--- src/rtl/mem_bus_pkg.sv ---
// Shared types and constants for the memory-port arbiter: FSM state and
// transaction-owner encodings, plus the kseg0/kseg1 segment bounds used by
// the physical address fold.
package mem_bus_pkg;

  typedef enum logic [1:0] {
    IDLE = 2'd0,
    REQ  = 2'd1,
    RESP = 2'd2
  } state_e;

  typedef enum logic {
    OWN_INST = 1'b0,
    OWN_DATA = 1'b1
  } owner_e;

  // Top nibble range of the unmapped kseg0/kseg1 windows.
  localparam logic [3:0] KSEG_LO = 4'h8;
  localparam logic [3:0] KSEG_HI = 4'hB;

  // True when the top address nibble lies inside kseg0/kseg1.
  function automatic logic in_kseg01(input logic [3:0] seg);
    return (seg >= KSEG_LO) && (seg <= KSEG_HI);
  endfunction

endpackage

--- src/rtl/mem_port_arbiter_if.sv ---
// Bundle of the two requester ports and the shared memory bus.
// master: the arbiter's view (drives bus request and completions).
// slave : the environment's view (CPU requesters plus memory).
interface mem_port_arbiter_if #(
  parameter int AW = 32,
  parameter int DW = 32
);
  // Instruction-fetch requester
  logic              inst_req;
  logic [AW-1:0]     inst_addr;
  logic              inst_done;
  logic [DW-1:0]     inst_rdata;
  logic              inst_err;
  // Data-access requester
  logic              data_req;
  logic              data_wr;
  logic [DW/8-1:0]   data_wstrb;
  logic [AW-1:0]     data_addr;
  logic [DW-1:0]     data_wdata;
  logic              data_done;
  logic [DW-1:0]     data_rdata;
  logic              data_err;
  // Shared memory bus
  logic              mem_req;
  logic              mem_wr;
  logic [DW/8-1:0]   mem_wstrb;
  logic [AW-1:0]     mem_addr;
  logic [DW-1:0]     mem_wdata;
  logic              mem_gnt;
  logic              mem_rvalid;
  logic [DW-1:0]     mem_rdata;

  modport master (
    input  inst_req, inst_addr,
    output inst_done, inst_rdata, inst_err,
    input  data_req, data_wr, data_wstrb, data_addr, data_wdata,
    output data_done, data_rdata, data_err,
    output mem_req, mem_wr, mem_wstrb, mem_addr, mem_wdata,
    input  mem_gnt, mem_rvalid, mem_rdata
  );

  modport slave (
    output inst_req, inst_addr,
    input  inst_done, inst_rdata, inst_err,
    output data_req, data_wr, data_wstrb, data_addr, data_wdata,
    input  data_done, data_rdata, data_err,
    input  mem_req, mem_wr, mem_wstrb, mem_addr, mem_wdata,
    output mem_gnt, mem_rvalid, mem_rdata
  );

endinterface

--- src/rtl/kseg_addr_map.sv ---
// Combinational virtual-to-physical fold: addresses in kseg0/kseg1
// (top nibble 0x8..0xB) lose their top three bits; all others pass through.
module kseg_addr_map
  import mem_bus_pkg::*;
#(
  parameter int AW = 32
) (
  input  logic [AW-1:0] addr_i,
  output logic [AW-1:0] addr_o
);

  // Strip the segment bits for the unmapped kernel windows.
  always_comb begin
    addr_o = addr_i;
    if (in_kseg01(addr_i[AW-1 -: 4])) begin
      addr_o = {3'b000, addr_i[AW-4:0]};
    end else begin
      addr_o = addr_i;
    end
  end

endmodule

--- src/rtl/mem_port_arbiter.sv ---
// Shares one SRAM-like memory port between instruction fetch and data
// access, one transaction outstanding at a time. Every access is bounded
// by TIMEOUT cycles in REQ+RESP (0 disables), ending in an error completion.
// Optional feature macro: ARB_ROUND_ROBIN_EN selects round-robin arbitration;
// when undefined, DATA has fixed priority over INST.
module mem_port_arbiter
  import mem_bus_pkg::*;
#(
  parameter int AW      = 32,
  parameter int DW      = 32,
  parameter int TIMEOUT = 255
) (
  input  logic                clk,
  input  logic                rst,
  mem_port_arbiter_if.master  bus
);

  localparam int            SW     = DW / 8;
  localparam int            CW     = $clog2(TIMEOUT + 2);
  localparam logic [CW-1:0] TO_VAL = CW'(TIMEOUT);
  localparam bit            TO_EN  = (TIMEOUT != 0);

  // Registered state and outputs
  state_e          state_q;
  owner_e          owner_q;
  logic [CW-1:0]   cnt_q;
  logic            mem_req_q;
  logic            mem_wr_q;
  logic [SW-1:0]   mem_wstrb_q;
  logic [AW-1:0]   mem_addr_q;
  logic [DW-1:0]   mem_wdata_q;
  logic            inst_done_q;
  logic            inst_err_q;
  logic [DW-1:0]   inst_rdata_q;
  logic            data_done_q;
  logic            data_err_q;
  logic [DW-1:0]   data_rdata_q;
`ifdef ARB_ROUND_ROBIN_EN
  owner_e          last_q;
`endif

  // Combinational helpers
  logic            inst_act_s;
  logic            data_act_s;
  logic            any_act_s;
  logic            pick_data_s;
  logic [AW-1:0]   win_addr_s;
  logic            win_wr_s;
  logic [SW-1:0]   win_wstrb_s;
  logic [DW-1:0]   win_wdata_s;
  logic [AW-1:0]   phys_addr_s;
  logic [CW-1:0]   cnt_d;
  logic            to_hit_s;
  logic            cpl_s;
  logic            cpl_err_s;
  logic [DW-1:0]   cpl_rdata_s;

  // Pick the winner among unmasked requests and mux its command fields.
  always_comb begin
    // A requester whose done is high this cycle is masked to avoid double issue.
    inst_act_s  = bus.inst_req & ~inst_done_q;
    data_act_s  = bus.data_req & ~data_done_q;
    any_act_s   = inst_act_s | data_act_s;
    pick_data_s = data_act_s;
`ifdef ARB_ROUND_ROBIN_EN
    if (inst_act_s && data_act_s) begin
      pick_data_s = (last_q == OWN_INST);
    end else begin
      pick_data_s = data_act_s;
    end
`endif
    if (pick_data_s) begin
      win_addr_s  = bus.data_addr;
      win_wr_s    = bus.data_wr;
      win_wstrb_s = bus.data_wstrb;
      win_wdata_s = bus.data_wdata;
    end else begin
      win_addr_s  = bus.inst_addr;
      win_wr_s    = 1'b0;
      win_wstrb_s = {SW{1'b0}};
      win_wdata_s = {DW{1'b0}};
    end
  end

  kseg_addr_map #(.AW(AW)) u_kseg_addr_map (
    .addr_i (win_addr_s),
    .addr_o (phys_addr_s)
  );

  // Decide whether the current transaction completes this cycle and how.
  always_comb begin
    cnt_d       = cnt_q + CW'(1);
    to_hit_s    = TO_EN && (cnt_d == TO_VAL);
    cpl_s       = 1'b0;
    cpl_err_s   = 1'b0;
    cpl_rdata_s = {DW{1'b0}};
    case (state_q)
      REQ: begin
        // Timeout takes precedence over a grant arriving in the same cycle.
        if (to_hit_s) begin
          cpl_s     = 1'b1;
          cpl_err_s = 1'b1;
        end else begin
          cpl_s     = 1'b0;
        end
      end
      RESP: begin
        // A genuine response in the last allowed cycle still wins.
        if (bus.mem_rvalid) begin
          cpl_s       = 1'b1;
          cpl_rdata_s = bus.mem_rdata;
        end else if (to_hit_s) begin
          cpl_s     = 1'b1;
          cpl_err_s = 1'b1;
        end else begin
          cpl_s     = 1'b0;
        end
      end
      default: begin
        cpl_s = 1'b0;
      end
    endcase
  end

  // Request/grant/response FSM with registered bus command and completions.
  always_ff @(posedge clk or posedge rst) begin
    if (rst) begin
      state_q      <= IDLE;
      owner_q      <= OWN_INST;
      cnt_q        <= {CW{1'b0}};
      mem_req_q    <= 1'b0;
      mem_wr_q     <= 1'b0;
      mem_wstrb_q  <= {SW{1'b0}};
      mem_addr_q   <= {AW{1'b0}};
      mem_wdata_q  <= {DW{1'b0}};
      inst_done_q  <= 1'b0;
      inst_err_q   <= 1'b0;
      inst_rdata_q <= {DW{1'b0}};
      data_done_q  <= 1'b0;
      data_err_q   <= 1'b0;
      data_rdata_q <= {DW{1'b0}};
`ifdef ARB_ROUND_ROBIN_EN
      last_q       <= OWN_INST;
`endif
    end else begin
      // Completion flags are single-cycle pulses.
      inst_done_q <= 1'b0;
      inst_err_q  <= 1'b0;
      data_done_q <= 1'b0;
      data_err_q  <= 1'b0;
      if (cpl_s) begin
        if (owner_q == OWN_DATA) begin
          data_done_q  <= 1'b1;
          data_err_q   <= cpl_err_s;
          data_rdata_q <= cpl_rdata_s;
        end else begin
          inst_done_q  <= 1'b1;
          inst_err_q   <= cpl_err_s;
          inst_rdata_q <= cpl_rdata_s;
        end
      end

      case (state_q)
        IDLE: begin
          if (any_act_s) begin
            owner_q     <= pick_data_s ? OWN_DATA : OWN_INST;
            mem_wr_q    <= win_wr_s;
            mem_wstrb_q <= win_wstrb_s;
            mem_addr_q  <= phys_addr_s;
            mem_wdata_q <= win_wdata_s;
            mem_req_q   <= 1'b1;
            cnt_q       <= {CW{1'b0}};
            state_q     <= REQ;
`ifdef ARB_ROUND_ROBIN_EN
            last_q      <= pick_data_s ? OWN_DATA : OWN_INST;
`endif
          end else begin
            state_q <= IDLE;
          end
        end
        REQ: begin
          cnt_q <= cnt_d;
          if (to_hit_s) begin
            mem_req_q <= 1'b0;
            state_q   <= IDLE;
          end else if (bus.mem_gnt) begin
            mem_req_q <= 1'b0;
            state_q   <= RESP;
          end else begin
            state_q <= REQ;
          end
        end
        RESP: begin
          cnt_q <= cnt_d;
          if (cpl_s) begin
            state_q <= IDLE;
          end else begin
            state_q <= RESP;
          end
        end
        default: begin
          mem_req_q <= 1'b0;
          state_q   <= IDLE;
        end
      endcase
    end
  end

  assign bus.mem_req    = mem_req_q;
  assign bus.mem_wr     = mem_wr_q;
  assign bus.mem_wstrb  = mem_wstrb_q;
  assign bus.mem_addr   = mem_addr_q;
  assign bus.mem_wdata  = mem_wdata_q;
  assign bus.inst_done  = inst_done_q;
  assign bus.inst_err   = inst_err_q;
  assign bus.inst_rdata = inst_rdata_q;
  assign bus.data_done  = data_done_q;
  assign bus.data_err   = data_err_q;
  assign bus.data_rdata = data_rdata_q;

endmodule

--- src/flat_wrapper.sv ---
// flat-port wrapper written by rule: the top's interface ports become plain ports
module mem_port_arbiter_flat import mem_bus_pkg::*;
#(
  parameter int AW      = 32,
  parameter int DW      = 32,
  parameter int TIMEOUT = 255
)
  (clk, rst, bus_inst_req, bus_inst_addr, bus_inst_done, bus_inst_rdata, bus_inst_err, bus_data_req, bus_data_wr, bus_data_wstrb, bus_data_addr, bus_data_wdata, bus_data_done, bus_data_rdata, bus_data_err, bus_mem_req, bus_mem_wr, bus_mem_wstrb, bus_mem_addr, bus_mem_wdata, bus_mem_gnt, bus_mem_rvalid, bus_mem_rdata);
  mem_port_arbiter_if #(.AW(AW), .DW(DW)) bus_i ();
  input  logic clk;
  input  logic rst;
  input wire logic [$bits(bus_i.inst_req)-1:0] bus_inst_req;
  input wire logic [$bits(bus_i.inst_addr)-1:0] bus_inst_addr;
  output wire logic [$bits(bus_i.inst_done)-1:0] bus_inst_done;
  output wire logic [$bits(bus_i.inst_rdata)-1:0] bus_inst_rdata;
  output wire logic [$bits(bus_i.inst_err)-1:0] bus_inst_err;
  input wire logic [$bits(bus_i.data_req)-1:0] bus_data_req;
  input wire logic [$bits(bus_i.data_wr)-1:0] bus_data_wr;
  input wire logic [$bits(bus_i.data_wstrb)-1:0] bus_data_wstrb;
  input wire logic [$bits(bus_i.data_addr)-1:0] bus_data_addr;
  input wire logic [$bits(bus_i.data_wdata)-1:0] bus_data_wdata;
  output wire logic [$bits(bus_i.data_done)-1:0] bus_data_done;
  output wire logic [$bits(bus_i.data_rdata)-1:0] bus_data_rdata;
  output wire logic [$bits(bus_i.data_err)-1:0] bus_data_err;
  output wire logic [$bits(bus_i.mem_req)-1:0] bus_mem_req;
  output wire logic [$bits(bus_i.mem_wr)-1:0] bus_mem_wr;
  output wire logic [$bits(bus_i.mem_wstrb)-1:0] bus_mem_wstrb;
  output wire logic [$bits(bus_i.mem_addr)-1:0] bus_mem_addr;
  output wire logic [$bits(bus_i.mem_wdata)-1:0] bus_mem_wdata;
  input wire logic [$bits(bus_i.mem_gnt)-1:0] bus_mem_gnt;
  input wire logic [$bits(bus_i.mem_rvalid)-1:0] bus_mem_rvalid;
  input wire logic [$bits(bus_i.mem_rdata)-1:0] bus_mem_rdata;
  assign bus_i.inst_req = bus_inst_req;
  assign bus_i.inst_addr = bus_inst_addr;
  assign bus_inst_done = bus_i.inst_done;
  assign bus_inst_rdata = bus_i.inst_rdata;
  assign bus_inst_err = bus_i.inst_err;
  assign bus_i.data_req = bus_data_req;
  assign bus_i.data_wr = bus_data_wr;
  assign bus_i.data_wstrb = bus_data_wstrb;
  assign bus_i.data_addr = bus_data_addr;
  assign bus_i.data_wdata = bus_data_wdata;
  assign bus_data_done = bus_i.data_done;
  assign bus_data_rdata = bus_i.data_rdata;
  assign bus_data_err = bus_i.data_err;
  assign bus_mem_req = bus_i.mem_req;
  assign bus_mem_wr = bus_i.mem_wr;
  assign bus_mem_wstrb = bus_i.mem_wstrb;
  assign bus_mem_addr = bus_i.mem_addr;
  assign bus_mem_wdata = bus_i.mem_wdata;
  assign bus_i.mem_gnt = bus_mem_gnt;
  assign bus_i.mem_rvalid = bus_mem_rvalid;
  assign bus_i.mem_rdata = bus_mem_rdata;
  mem_port_arbiter #(.AW(AW), .DW(DW), .TIMEOUT(TIMEOUT)) u_core (.clk(clk), .rst(rst), .bus(bus_i));
endmodule
--- config.mk ---
export PLATFORM = sky130hd
export DESIGN_NAME = mem_port_arbiter_flat
export DESIGN_NICKNAME = d
export VERILOG_FILES = /design/src/rtl/mem_bus_pkg.sv /design/src/rtl/mem_port_arbiter_if.sv /design/src/rtl/kseg_addr_map.sv /design/src/rtl/mem_port_arbiter.sv /design/src/flat_wrapper.sv
export SDC_FILE = /design/constraint.sdc
export NUM_CORES = 1
export LEC_CHECK = 0
export BUFFER_PORTS_ARGS = -buffer_cell sky130_fd_sc_hd__buf_2
export CAP_MARGIN = 5
export CORE_MARGIN = 4
export CORE_UTILIZATION = 50
export CTS_BUF_LIST = sky130_fd_sc_hd__clkbuf_16
export DETAILED_ROUTE_END_ITERATION = 16
export PLACE_DENSITY = 0.92
export SLEW_MARGIN = 20
export SYNTH_ARGS = -nofsm -noshare
export SYNTH_HDL_FRONTEND = slang
export SYNTH_SLANG_ARGS = --single-unit
--- constraint.sdc ---
create_clock -name clk -period 11.7 [get_ports clk]
set_input_delay 2.34 -clock clk [delete_from_list [all_inputs] [get_ports clk]]
set_output_delay 2.34 -clock clk [all_outputs]
set_load 0.01 [all_outputs]
# Word level (Yosys, flattened, before mapping)
# Cells that the tools add are included.
# totals
register_bits	150
latchBits	0
ram_bits	0
mem_bits_ro	0
output_inout_bits	138
wordCells	70
memories	0
# classes
addsub	1
n_mul	0
div_mod_pow	0
order_cmp	2
eq_ne	5
shifts	0
mux	32
bitwise	7
n_reduce_logical	9
# ops
op	n
two-way mux 32 bit	5
one-hot mux 9 bit (2 select lines)	1
two-way mux 1 bit	17
adder 9 x 1 -> 9 bit, second input constant	1
equality test 9 x 8 -> 1 bit, second input constant	1
two-way mux 9 bit	1
AND reduction 2 bit	4
two-way mux 2 bit	3
one-hot mux 2 bit (3 select lines)	1
greater-or-equal comparator 4 bit, second input constant	1
<= comparator 4 bit, second input constant	1
two-way mux 4 bit	1
NOT 1 bit	4
one-hot mux 1 bit (2 select lines)	2
inequality test 3 x 2 -> 1 bit, second input constant	1
one-hot mux 1 bit (3 select lines)	1
AND reduction 3 bit	1
AND 1 bit	2
equality test 2 x 1 -> 1 bit, second input constant	1
equality test 2 bit, second input constant	1
zero test 2 bit	1
inequality test 2 x 1 -> 1 bit, second input constant	1
nonzero test 2 bit	1
OR reduction 2 bit	1
2 further kinds	2

# Depth between registers and ports, before layout
# Gate-level depths: netlist of the first run.
# depth
word_depth	7
depth_mapped	9

# Modules after synthesis
# Synthesis of the first run repeated with hierarchy kept, for this count alone.
# unflattened
hier_cells	688
hier_area_um2	7151.9
# by_module_without_submodules
mod	n_inst	cells_per_inst	area_per_inst_um2	seq_area_each_um2
mem_port_arbiter	1	655	6907.9	3753.6
kseg_addr_map	1	33	244.0	0.0

# Least setup slack after synthesis of the first run
# No wires, ideal clock.
# synth_timing
kind	input to register
start	input port bus_data_req
end	register u_core.mem_wdata_q[16] (netlist: u_core.bus.mem_wdata[16])
arrival_time_ns	3.446
required_time_ns	11.634
path_slack_ns	8.188
stages	6
path_buffers	3
cell_sequence	nor2b_1 -> buf_2 -> and2_1 -> clkbuf_1 -> buf_1 -> a22o_1
# synth_between
elab_chain_cells	3
# synth_lines
item	line	rtl
start: declaration	flat_wrapper.sv:17	input wire logic [$bits(bus_i.data_req)-1:0] bus_data_req;
AND 1 bit (*)	mem_port_arbiter.sv:62	data_act_s = bus.data_req & ~data_done_q;
OR 1 bit	mem_port_arbiter.sv:63	any_act_s = inst_act_s | data_act_s;
AND reduction 2 bit (no source line)	-	
end signal: assignment	mem_port_arbiter.sv:135	mem_wdata_q <= {DW{1'b0}};
end signal: assignment	mem_port_arbiter.sv:170	mem_wdata_q <= win_wdata_s;
end: declaration	mem_port_arbiter.sv:31	logic [DW-1:0] mem_wdata_q;
# Mark *: on every way between the ends. The rest lies on a longest branch, timed or not.
# A chain may end at the register's enable or synchronous reset.

# Final worst setup path of the first run
# layout_timing
start	input port bus_data_req
end	register u_core.mem_addr_q[24] (netlist: u_core.bus.mem_addr[24])
# layout_between
elab_chain_cells	3
# layout_lines
item	line	rtl
AND 1 bit (*)	mem_port_arbiter.sv:62	
two-way mux 32 bit or OR 1 bit (tied branches)	mem_port_arbiter.sv:72, mem_port_arbiter.sv:63	
two-way mux 32 bit or AND reduction 2 bit (tied branches)	-	
end signal: assignment	mem_port_arbiter.sv:134	mem_addr_q <= {AW{1'b0}};
end signal: assignment	mem_port_arbiter.sv:169	mem_addr_q <= phys_addr_s;
end: declaration	mem_port_arbiter.sv:30	logic [AW-1:0] mem_addr_q;
# Marked as above.

==> metrics.md, run 1 <==
| Metric | Value |
|---|---|
| Status | complete, no violations |
| Postcts setup bufs | 0 |
| Seq/Total Area, Yosys | between 50 and 60% |
| Prevailing post-synth register cell | dfrtp_1 |
| Clock Skews | approximately 0.009 ns |
| CTS Sinks | 150 |
| Synth-to-layout area growth | 30.7% |
| Vias in the first global route | just under 6k |
| Synth Warn # | 0 |
| Synth area leader | dfrtp_1 |
| Critical Path Sink | u_core.bus.mem_addr[24] |
| Clock root buffer | clkbuf_16 |
| FF-to-FF path depth | 7 |
| Critical path arrival | around 3.8 ns |
| Power density cells | 236 nW/µm² |
| Detail Placement HPWL | roughly 14 mm |
| Post-CTS Resized | 0 |
| Post-layout util | between 60% and 70% |
| CP Launch Type | input port |
| Clock Path Buffers | 2 |
| Layout cells sized above 1 | between 40% and 50% |
| Mapped cell area | about 6700 µm² |
| Routability cong. | 0.769 |
| Die width | around 120 µm |
| Hold WC Path Type | reg -> reg |
| R2r setup slk | roughly 8.7 ns |
| Final hold viol count | 0 |
| Grt ovf | 0 |
| Final min period | around 3.5 ns |
| Core ar. | roughly 13000 µm² |
| Chip Height | 124 µm |
| # setup viols final | 0 |
| RSZ-0062 raised after global routing | no |
| Req. time, crit path | approximately 12 ns |
| Synth area leaders | dfrtp_1, a22oi_1, nand2_1, o21ai_0, a22o_1 |
| Logic gate share of total power | between 30% and 40% |
| Slew HR | a little under two fifths |
| Post-route cell area | roughly 8800 µm² |
| Maximum vdd drop | 0.138 mV |
| Initial antenna violation count | 1 |
| CTS tree | done |
| Starting density of the core | roughly half |
| Count of input and output buffers | between 200 and 300 |
| Synth top area share | 55.8% |
| Net Sw Frac | 37.0% |
| Clock buffer count from CTS | 17 |
| Total track usage | between 20 and 30% |
| F_max | around 280 MHz |
| Switching pwr | ~770 µW |
| Nets | about 1.0k |
| Post-route setup TNS | 0 ns |
| Yosys cell types | 44 |
| Post-synth EDFFs | 0 |
| Commonest cells in the netlist | dfrtp_1, nand2_1, o21ai_0, a22oi_1, a22o_1 |
| Critical R2R Capture | u_core.bus.inst_rdata[21] |
| H-tree depth | 4 |
| Max-cap viol count | 0 |
| Seq cells post-synth | 150 |
| Max Slew Vio Count | 0 |
| Clk pwr share | a little over a quarter |
| Post-Place Cell Area | 8160 µm² |
| Crit path from | bus_data_req |
| Routed vias | 6034 |
| Ports | ~280 |
| Clk pin slew, worst setup/hold paths | 0.07 ns |
| Syn_nets | ~770 |
| Clock Latency Late Sink | approximately 0.42 ns |
| Critical R2R Launch | u_core.cnt_q[0] |
| Async S/R FF share, synth | between 90% and 100% |
| Drt drc | 0 |
| Hold buffers post-CTS | 0 |
| Syn Inst Count | 620 |
| Antenna Nets Post-Route | 0 |
| First-pass GRT wire length | roughly 30 mm |
| Critical Path End Type | flop |
| Syn_area_per_cell | about 11 µm² |
| Vias per cell | around 5.7 |
| Int Power | roughly 1.3 mW |
| DR WL/cell | 19.1 µm |
| Drt initial violations | 500 |
| CP Max Fanout | 103 |
| # rows | between 40 and 50 |
| Worst Tran Pin Value | around 0.95 ns |
| Most frequent cell after synthesis | dfrtp_1 |
| Static leakage | approximately 4.5 nW |
| Drt pass-1 iters | 5 |
| Die area | between 15000 and 20000 µm² |
| WL final | 20.3 mm |
| Largest net degree at the start of global routing | approximately 100 |
| Worst Path Class, Setup | in -> reg |
| Hold WS | 0.474 ns |
| Period utilisation layout | between 30% and 40% |
| Flop pwr share | about 37% |
[flip-flops by register name, indices dropped and copies added, names as in the netlist]
| signal | cells |
|---|---|
| u_core.bus.mem_wdata | 32 |
| u_core.bus.inst_err | 1 |
| u_core.bus.data_err | 1 |
| u_core.cnt_q | 9 |
| u_core.owner_q | 1 |
| u_core.bus.mem_addr | 32 |
| u_core.bus.mem_wstrb | 4 |
| u_core.bus.mem_wr | 1 |
| u_core.bus.inst_rdata | 32 |
| u_core.state_q | 2 |
| u_core.bus.data_rdata | 32 |
| u_core.bus.inst_done | 1 |
| u_core.bus.data_done | 1 |
| u_core.bus.mem_req | 1 |
[metal layers]
metal  wire (µm)  vias up  track usage (%)
li1            -     2764                -
met1        7470     2948             30.0
met2       10300      283             43.1
met3        1920       39             7.90
met4         651        0             10.4
met5           0        -                0
[power by group through the flow]
stage	Sequential, mW	Combinational, mW	Clock, mW
6_report	0.755	0.757	0.558
5_1_grt	0.770	0.829	0.589
4_1_cts	0.752	0.761	0.567
3_5_place_dp	0.758	0.754	0
3_3_place_gp	0.752	0.724	0
2_1_floorplan	0.814	0.409	0
[layout by cell type (no fill, tap or decap), drive strengths merged, types with 2 or more instances in the layout]
| cell type | synthesis | final |
|---|---|---|
| a21o | 4 | 4 |
| a21oi | 4 | 4 |
| a22o | 38 | 38 |
| a22oi | 64 | 64 |
| a31oi | 2 | 2 |
| and2 | 6 | 6 |
| and3 | 2 | 2 |
| buf | 11 | 285 |
| bufinv | 0 | 2 |
| clkbuf | 37 | 17 |
| clkinv | 0 | 2 |
| dfrtp | 150 | 150 |
| ha | 6 | 6 |
| inv | 7 | 17 |
| mux2i | 31 | 31 |
| nand2 | 108 | 108 |
| nand2b | 5 | 5 |
| nand3 | 5 | 5 |
| nand4 | 3 | 3 |
| nor2 | 3 | 3 |
| nor2b | 5 | 5 |
| o21ai | 106 | 106 |
| o21ba | 2 | 2 |
| o31ai | 7 | 7 |
| or2 | 2 | 2 |
[through the flow]
step | power, mW | setup WS [ns] | std cells
after CTS | 2.08 | 7.91 | 1064
after global routing | 2.19 | 8.06 | 1066
final | 2.07 | 8.16 | 1066
after detailed placement | 1.51 | 7.47 | 1032
after floorplan | 1.22 | 5.32 | 620
after global placement | 1.48 | 7.53 | 1032
[worst max-delay path: stages]
cell	delay, ns
buf_2	0.11
nand2b_1	0.18
nand2_1	0.12
nand2_4	0.68
o21ai_0	0.29
[layout make-up]
type | count | area (µm²)
Antenna cell | 1 | 2.50
Clock buffer | 17 | 425
Clock inverter | 15 | 180
Fill cell | 982 | 4410
Inverter | 7 | 31.3
Multi-Input combinational cell | 415 | 2710
Sequential cell | 150 | 3750
Tap cell | 176 | 220
Timing Repair Buffer | 285 | 1460
[how the worst min path moves through the flow]
stage	slack (ns)	endpoint	startpoint	depth (start not counted)
after floorplan	0.48	u_core.bus.inst_err	u_core.owner_q	1
after global placement	0.46	u_core.bus.mem_addr[19]	u_core.bus.mem_addr[19]	2
after detailed placement	0.47	u_core.bus.mem_addr[0]	u_core.bus.mem_addr[0]	2
after CTS	0.48	u_core.bus.mem_addr[4]	u_core.bus.mem_addr[4]	2
after global routing	0.51	u_core.bus.mem_addr[10]	u_core.bus.mem_addr[10]	2
final	0.47	u_core.bus.mem_addr[0]	u_core.bus.mem_addr[0]	2
[cell families (layout without fill, tap and decap cells)]
| logic type | after synthesis | count (layout) | share of synthesized area [%] |
|---|---|---|---|
| adders and majority gates | 6 | 6 | 1.12 |
| xor gates and xnor gates | 1 | 1 | 0.130 |
| muxes | 31 | 31 | 4.62 |
| other | 0 | 1 | 0 |
| DFF | 150 | 150 | 55.8 |
| AOI/OAI and AO/OA | 231 | 231 | 24.2 |
| and+or+nand+nor | 146 | 146 | 9.94 |
| buffers and inverters | 55 | 324 | 4.11 |
(Power assumes the default switching activity.)
==> run 2: changes to the inputs <==
Settings changed: CORE_UTILIZATION 50 to 48, PLACE_DENSITY 0.92 to 0.89.
Clock period 11.7 ns to 3.35 ns, I/O delays scaled along.
==> metrics.md, run 2 (same netlist as run 1, synthesis figures left out) <==
| Metric | Value |
|---|---|
| CTS tree | done (unchanged) |
| WL final | 20.6 mm (was 20.3 mm) |
| Worst Path Class, Setup | reg -> reg (was in -> reg) |
| Drt drc | 0 (unchanged) |
| Status | complete, no violations (unchanged) |
| Routability cong. | 0.912 (was 0.769) |
| Count of input and output buffers | 276 (unchanged) |
| CP Launch Type | flop (was input port) |
| Critical Path End Type | flop (unchanged) |
| Die width | 126 µm (was 124 µm) |
| Die area | 16000 µm² (was 15400 µm²) |
| Worst Tran Pin Value | 0.966 ns (was 0.949 ns) |
| Clock Path Buffers | 2 (unchanged) |
| # setup viols final | 0 (unchanged) |
| Core ar. | 13500 µm² (was 13200 µm²) |
| Clock Skews | 0.0117 ns (was 0.00896 ns) |
| # rows | 42 (unchanged) |
| Critical path arrival | 2.66 ns (was 3.78 ns) |
| Maximum vdd drop | 0.371 mV (was 0.138 mV) |
| Postcts setup bufs | 0 (unchanged) |
| FF-to-FF path depth | 7 (unchanged) |
| Initial antenna violation count | 0 (was 1) |
| Clock root buffer | clkbuf_16 (unchanged) |
| RSZ-0062 raised after global routing | no (unchanged) |
| Clk pwr share | 26.2% (was 27.0%) |
| Detail Placement HPWL | 14.8 mm (was 14.3 mm) |
| Commonest non-fill, non-tap cell in the layout | buf_2 (unchanged) |
| Switching pwr | 2.62 mW (was 766 µW) |
| Routed vias | 6053 (was 6034) |
| Hold WS | 0.139 ns (was 0.474 ns) |
| First-pass GRT wire length | 32.2 mm (was 30.0 mm) |
| Clock Latency Late Sink | 0.42 ns (about the same) |
| Ports | 277 (unchanged) |
| Period utilisation layout | 69.6% |
| Clk pin slew, worst setup/hold paths | 0.06 ns (was 0.07 ns) |
| FILL cells | 1056 (was 982) |
| Crit path from | u_core.state_q[0] (was bus_data_req) |
| Overall power | 7.14 mW (was 2.07 mW) |
| Vias in the first global route | 5963 (was 5867) |
| Logic gate share of total power | 37.1% (was 36.6%) |
| Antenna Nets Post-Route | 0 (unchanged) |
| Final hold viol count | 0 (unchanged) |
| Critical R2R Launch | u_core.state_q[0] (was u_core.cnt_q[0]) |
| CP Max Fanout | 17 (was 103) |
| H-tree depth | 4 (unchanged) |
| Most frequent cells in the layout | buf_2, dfrtp_1, nand2_1 (unchanged) |
| Critical Path Sink | u_core.bus.data_rdata[7] (was u_core.bus.mem_addr[24]) |
| DR WL/cell | 19.3 µm (was 19.1 µm) |
| Drt initial violations | 403 (was 500) |
| Nets | 1024 (was 1021) |
| Power density cells | 813 nW/µm² (was 236 nW/µm²) |
| Flop pwr share | 36.7% (was 36.5%) |
| Net Sw Frac | 36.7% (was 37.0%) |
| Chip Height | 126 µm (was 124 µm) |
| Int Power | 4.52 mW (was 1.30 mW) |
| Critical R2R Capture | u_core.bus.data_rdata[7] (was u_core.bus.inst_rdata[21]) |
| Grt ovf | 0 (unchanged) |
| Largest net degree at the start of global routing | 104 (unchanged) |
| F_max | 429 MHz |
| Layout cells sized above 1 | 40.9% (about the same) |
| Req. time, crit path | 3.67 ns (was 11.94 ns) |
| Vias per cell | 5.67 (was 5.66) |
| Hold buffers post-CTS | 0 (unchanged) |
| Post-CTS Resized | 0 (unchanged) |
| Post-route setup TNS | 0 ns (unchanged) |
| Total track usage | 25.4% (about the same) |
| Slew HR | 35.6% (was 36.8%) |
| Final min period | ~2.3 ns |
| Drt pass-1 iters | 6 (was 5) |
| CTS Sinks | 150 (unchanged) |
| Synth-to-layout area growth | 30.8% (was 30.7%) |
| Max Slew Vio Count | 0 (unchanged) |
| R2r setup slk | 1.02 ns (was 8.73 ns) |
| Hold WC Path Type | in -> async (was reg -> reg) |
| Starting density of the core | 50.0% (was 51.0%) |
| Max-cap viol count | 0 (unchanged) |
| Antenna cells | 0 (was 1) |
| Clock buffer count from CTS | 17 (unchanged) |
| Static leakage | 4.47 nW (about the same) |
run 2: cell types whose count changed in the layout (fill, tap and decap cells not counted), sizes merged:
cell,previous run,this run
inv,17,9
clkinv,2,8
buf,285,288
clkinvlp,1,3
diode,1,0
run 2: stage by stage:
step | cell area (µm²) | instances | utilization [%] | setup slack [ns]
after detailed placement | 8210 | 1036 | 61.0 | 1.07
after floorplan | 6730 | 620 | - | 0.791
final | 8790 | 1068 | 65.3 | 1.02
after global placement | 8210 | 1036 | 61.0 | 1.16
after global routing | 8790 | 1068 | 65.3 | 0.879
after CTS | 8790 | 1068 | 65.3 | 1.04
run 2: how the worst min path moves through the flow:
| stage | startpoint | endpoint | slack [ns] | depth (start not counted) |
|---|---|---|---|---|
| 2_1_floorplan | u_core.owner_q | u_core.bus.inst_err | 0.48 | 1 |
| 3_3_place_gp | u_core.bus.mem_addr[13] | u_core.bus.mem_addr[13] | 0.46 | 2 |
| 3_5_place_dp | u_core.bus.mem_addr[26] | u_core.bus.mem_addr[26] | 0.46 | 2 |
| 4_1_cts | rst | u_core.bus.mem_wdata[8] | 0.13 | 2 |
| 5_1_grt | rst | u_core.bus.mem_wdata[8] | 0.13 | 2 |
| 6_report | rst | u_core.bus.data_rdata[5] | 0.14 | 2 |
run 2: power by group through the flow:
stage | registers, mW | logic, mW | clock network [mW]
after floorplan | 2.84 | 1.43 | 0
after global placement | 2.61 | 2.58 | 0
after detailed placement | 2.64 | 2.65 | 0
after CTS | 2.61 | 2.68 | 1.90
after global routing | 2.68 | 2.89 | 1.99
final | 2.62 | 2.65 | 1.87
run 2: layout make-up:
class	count	area (µm²)	share of cell area [%]
clock inverter	15	154	1.75
sequential	150	3750	42.7
tap	176	220	2.51
inverter	7	30.0	0.342
multi-input combinational	415	2710	30.8
timing repair buffer	288	1500	17.0
clock buffer	17	425	4.84
run 2: worst max-delay path: stages (launching register included):
cell,delay [ns]
dfrtp_1,0.40
inv_1,0.10
ha_1,0.30
and2_1,0.27
and3_1,0.64
buf_4,0.34
a22oi_1,0.10
o21ai_0,0.10
run 2: metal layers:
| layer | routed length (µm) | global-route usage (%) | vias to the layer above |
|---|---|---|---|
| met3 | 1830 | 7.40 | 26 |
| met1 | 8000 | 30.9 | 2967 |
| met5 | 0 | 0 | - |
| li1 | - | - | 2761 |
| met4 | 477 | 8.26 | 0 |
| met2 | 10300 | 43.6 | 299 |
==> run 3: changes to the inputs <==
Settings changed: CORE_UTILIZATION 48 to 44, PLACE_DENSITY 0.89 to 0.86.
Clock period 3.35 ns to 2.1 ns, I/O delays scaled along.
==> metrics.md, run 3 (same netlist as run 1, synthesis figures left out) <==
| Metric | Value |
|---|---|
| Antenna Nets Post-Route | 0 (unchanged) |
| Drt pass-1 iters | 5 (was 6) |
| CP bufs+invs | 2 (unchanged) |
| Switching pwr | 4.21 mW (was 2.62 mW) |
| FILL cells | 1210 (was 1056) |
| Most frequent cells in the layout | buf_2, dfrtp_1, nand2_1 (unchanged) |
| Starting density of the core | 45.6% (was 50.0%) |
| Clock root buffer | clkbuf_16 (unchanged) |
| Delay-heaviest family, CP | simple AND/OR/NAND/NOR gates (unchanged) |
| Req. time, crit path | 2.41 ns (was 3.67 ns) |
| Grt ovf | 0 (unchanged) |
| Ports | 277 (unchanged) |
| Total track usage | 22.9% (was 25.4%) |
| Int Power | 7.42 mW (was 4.52 mW) |
| Slowest CP cell | or4_4 (was and3_1) |
| Worst Tran Pin Value | 0.439 ns (was 0.966 ns) |
| Commonest non-fill, non-tap cell in the layout | buf_2 (unchanged) |
| Cells along the critical path | ha_4, nand3_2, or4_4, nand4_2, nor2_4, buf_12, buf_12, o21ba_2 (was inv_1, ha_1, and2_1, and3_1, buf_4, a22oi_1, o21ai_0) |
| Layout cells sized above 1 | 42.5% (was 40.9%) |
| Vias in the first global route | 5849 (was 5963) |
| Nets | 1043 (was 1024) |
| Logic gate share of total power | 37.9% (was 37.1%) |
| Slew HR | 70.8% (was 35.6%) |
| Crit path largest cell delay | 0.45 ns (was 0.64 ns) |
| Count of input and output buffers | 276 (unchanged) |
| Drt initial violations | 369 (was 403) |
| Final worst slack | 0.106 ns (was 1.02 ns) |
| Clock Skews | 0.00882 ns (was 0.0117 ns) |
| Clock Path Buffers | 2 (unchanged) |
| Setup WS pre-CTS | 0.0819 ns (was 1.07 ns) |
| First-pass GRT wire length | 32.2 mm (about the same) |
| Worst Path Class, Setup | reg -> reg (unchanged) |
| Routed vias | 6082 (was 6053) |
| Final hold viol count | 0 (unchanged) |
| # setup viols final | 0 (unchanged) |
| Initial antenna violation count | 1 (was 0) |
| Critical Path End Type | flop (unchanged) |
| Drt drc | 0 (unchanged) |
| Synth-to-layout area growth | 35.1% (was 30.8%) |
| Vias per cell | 5.55 (was 5.67) |
| Max-cap viol count | 0 (unchanged) |
| Clk pin slew, worst setup/hold paths | 0.06 ns (about the same) |
| Period utilisation layout | 94.9% (was 69.6%) |
| CP Max Fanout | 19 (was 17) |
| Clock buffer count from CTS | 17 (unchanged) |
| RSZ-0062 raised after global routing | no (unchanged) |
| CP dominant cell by count | buf_12 |
| Largest net degree at the start of global routing | 69 (was 104) |
| DR WL/cell | 18.6 µm (was 19.3 µm) |
| Chip Height | 132 µm (was 126 µm) |
| CTS tree | done (unchanged) |
| Clk pwr share | 26.4% (was 26.2%) |
| Final min period | 1.99 ns (was 2.33 ns) |
| Overall power | 11.6 mW (was 7.14 mW) |
| Clock Latency Late Sink | 0.42 ns (about the same) |
| Net Sw Frac | 36.2% (was 36.7%) |
| Core ar. | 14800 µm² (was 13500 µm²) |
| # rows | 44 (was 42) |
| Routability cong. | 0.832 (was 0.912) |
| WL final | 20.4 mm (was 20.6 mm) |
| Status | complete, no violations (unchanged) |
| F_max | 502 MHz (was 429 MHz) |
| Power density cells | 1280 nW/µm² (was 813 nW/µm²) |
| CTS Sinks | 150 (unchanged) |
| Static leakage | 4.60 nW (was 4.47 nW) |
| Die width | 132 µm (was 126 µm) |
| H-tree depth | 4 (unchanged) |
| Hold WC Path Type | in -> async (unchanged) |
| Maximum vdd drop | 0.611 mV (was 0.371 mV) |
| Critical path arrival | 2.30 ns (was 2.66 ns) |
| CP Launch Type | flop (unchanged) |
| Detail Placement HPWL | 14.4 mm (was 14.8 mm) |
| Flop pwr share | 35.7% (was 36.7%) |
| Max Slew Vio Count | 0 (unchanged) |
| Die area | 17300 µm² (was 16000 µm²) |
==> run 3: final cells by class <==
cell class                 instances  area, µm²  share of cell area [%]
clock inverter                    15        168                    1.85
multi-input combinational        415       2730                    30.0
sequential                       150       3750                    41.3
antenna                            1       2.50                  0.0275
clock buffer                      17        425                    4.68
tap                              184        230                    2.53
inverter                           7       30.0                   0.331
timing repair buffer             307       1750                    19.2
==> run 3: metal layers <==
metal	GRT usage [%]	vias up	wire length (µm)	part of all wire (%)
met5	0	-	0	0
li1	-	2812	-	-
met2	37.0	299	10100	49
met4	6.24	0	409	2.0
met3	7.91	29	1800	8.8
met1	29.7	2942	8120	40
==> run 3: worst register-to-register path: cells and delay by family (launching register included) <==
family	cells	cell delay (ns)
DFF	1	0.43
and+or+nand+nor	4	0.79
buffers and inverters	2	0.29
AOI/OAI and AO/OA	1	0.21
adders and majority gates	1	0.17
==> run 3: final timing paths <==
kind / start / slack [ns] / to / cells past startpoint
worst max-delay path: u_core.cnt_q[1] / 0.11 / u_core.bus.inst_done / 8
worst min-delay path: rst / 0.11 / u_core.bus.inst_rdata[5] / 3
worst max register to register: u_core.cnt_q[1] / 0.11 / u_core.bus.inst_done / 8
worst min register to register: u_core.bus.mem_addr[6] / 0.47 / u_core.bus.mem_addr[6] / 2
max in group asynchronous: rst / 1.63 / u_core.bus.mem_addr[2] / 3
min in group clk: bus_data_wdata[13] / 0.21 / u_core.bus.mem_wdata[13] / 2
==> run 3: power groups by stage <==
stage / clock network [mW] / registers, mW / logic [mW]
2_1_floorplan: 0 / 4.53 / 2.28
4_1_cts: 3.13 / 4.14 / 4.44
5_1_grt: 3.29 / 4.25 / 4.82
3_3_place_gp: 0 / 4.14 / 4.30
6_report: 3.07 / 4.16 / 4.40
3_5_place_dp: 0 / 4.18 / 4.41
==> run 3: stage by stage <==
step	instances	TNS, ns	hold WS (ns)	util, %	cell area (µm²)
3_5_place_dp	1060	0	0.465	57.0	8410
4_1_cts	1092	0	0.111	61.0	9010
2_1_floorplan	620	-31.35	0.485	-	6730
6_report	1096	0	0.112	61.6	9080
3_3_place_gp	1060	0	0.460	57.0	8410
5_1_grt	1096	0	0.120	61.6	9080
==> run 3: timing repair <==
item,CTS,global route
gates resized for setup,0,5
hold buffers,0,0
buffers inserted,0,2
setup endpoints to repair,0,50
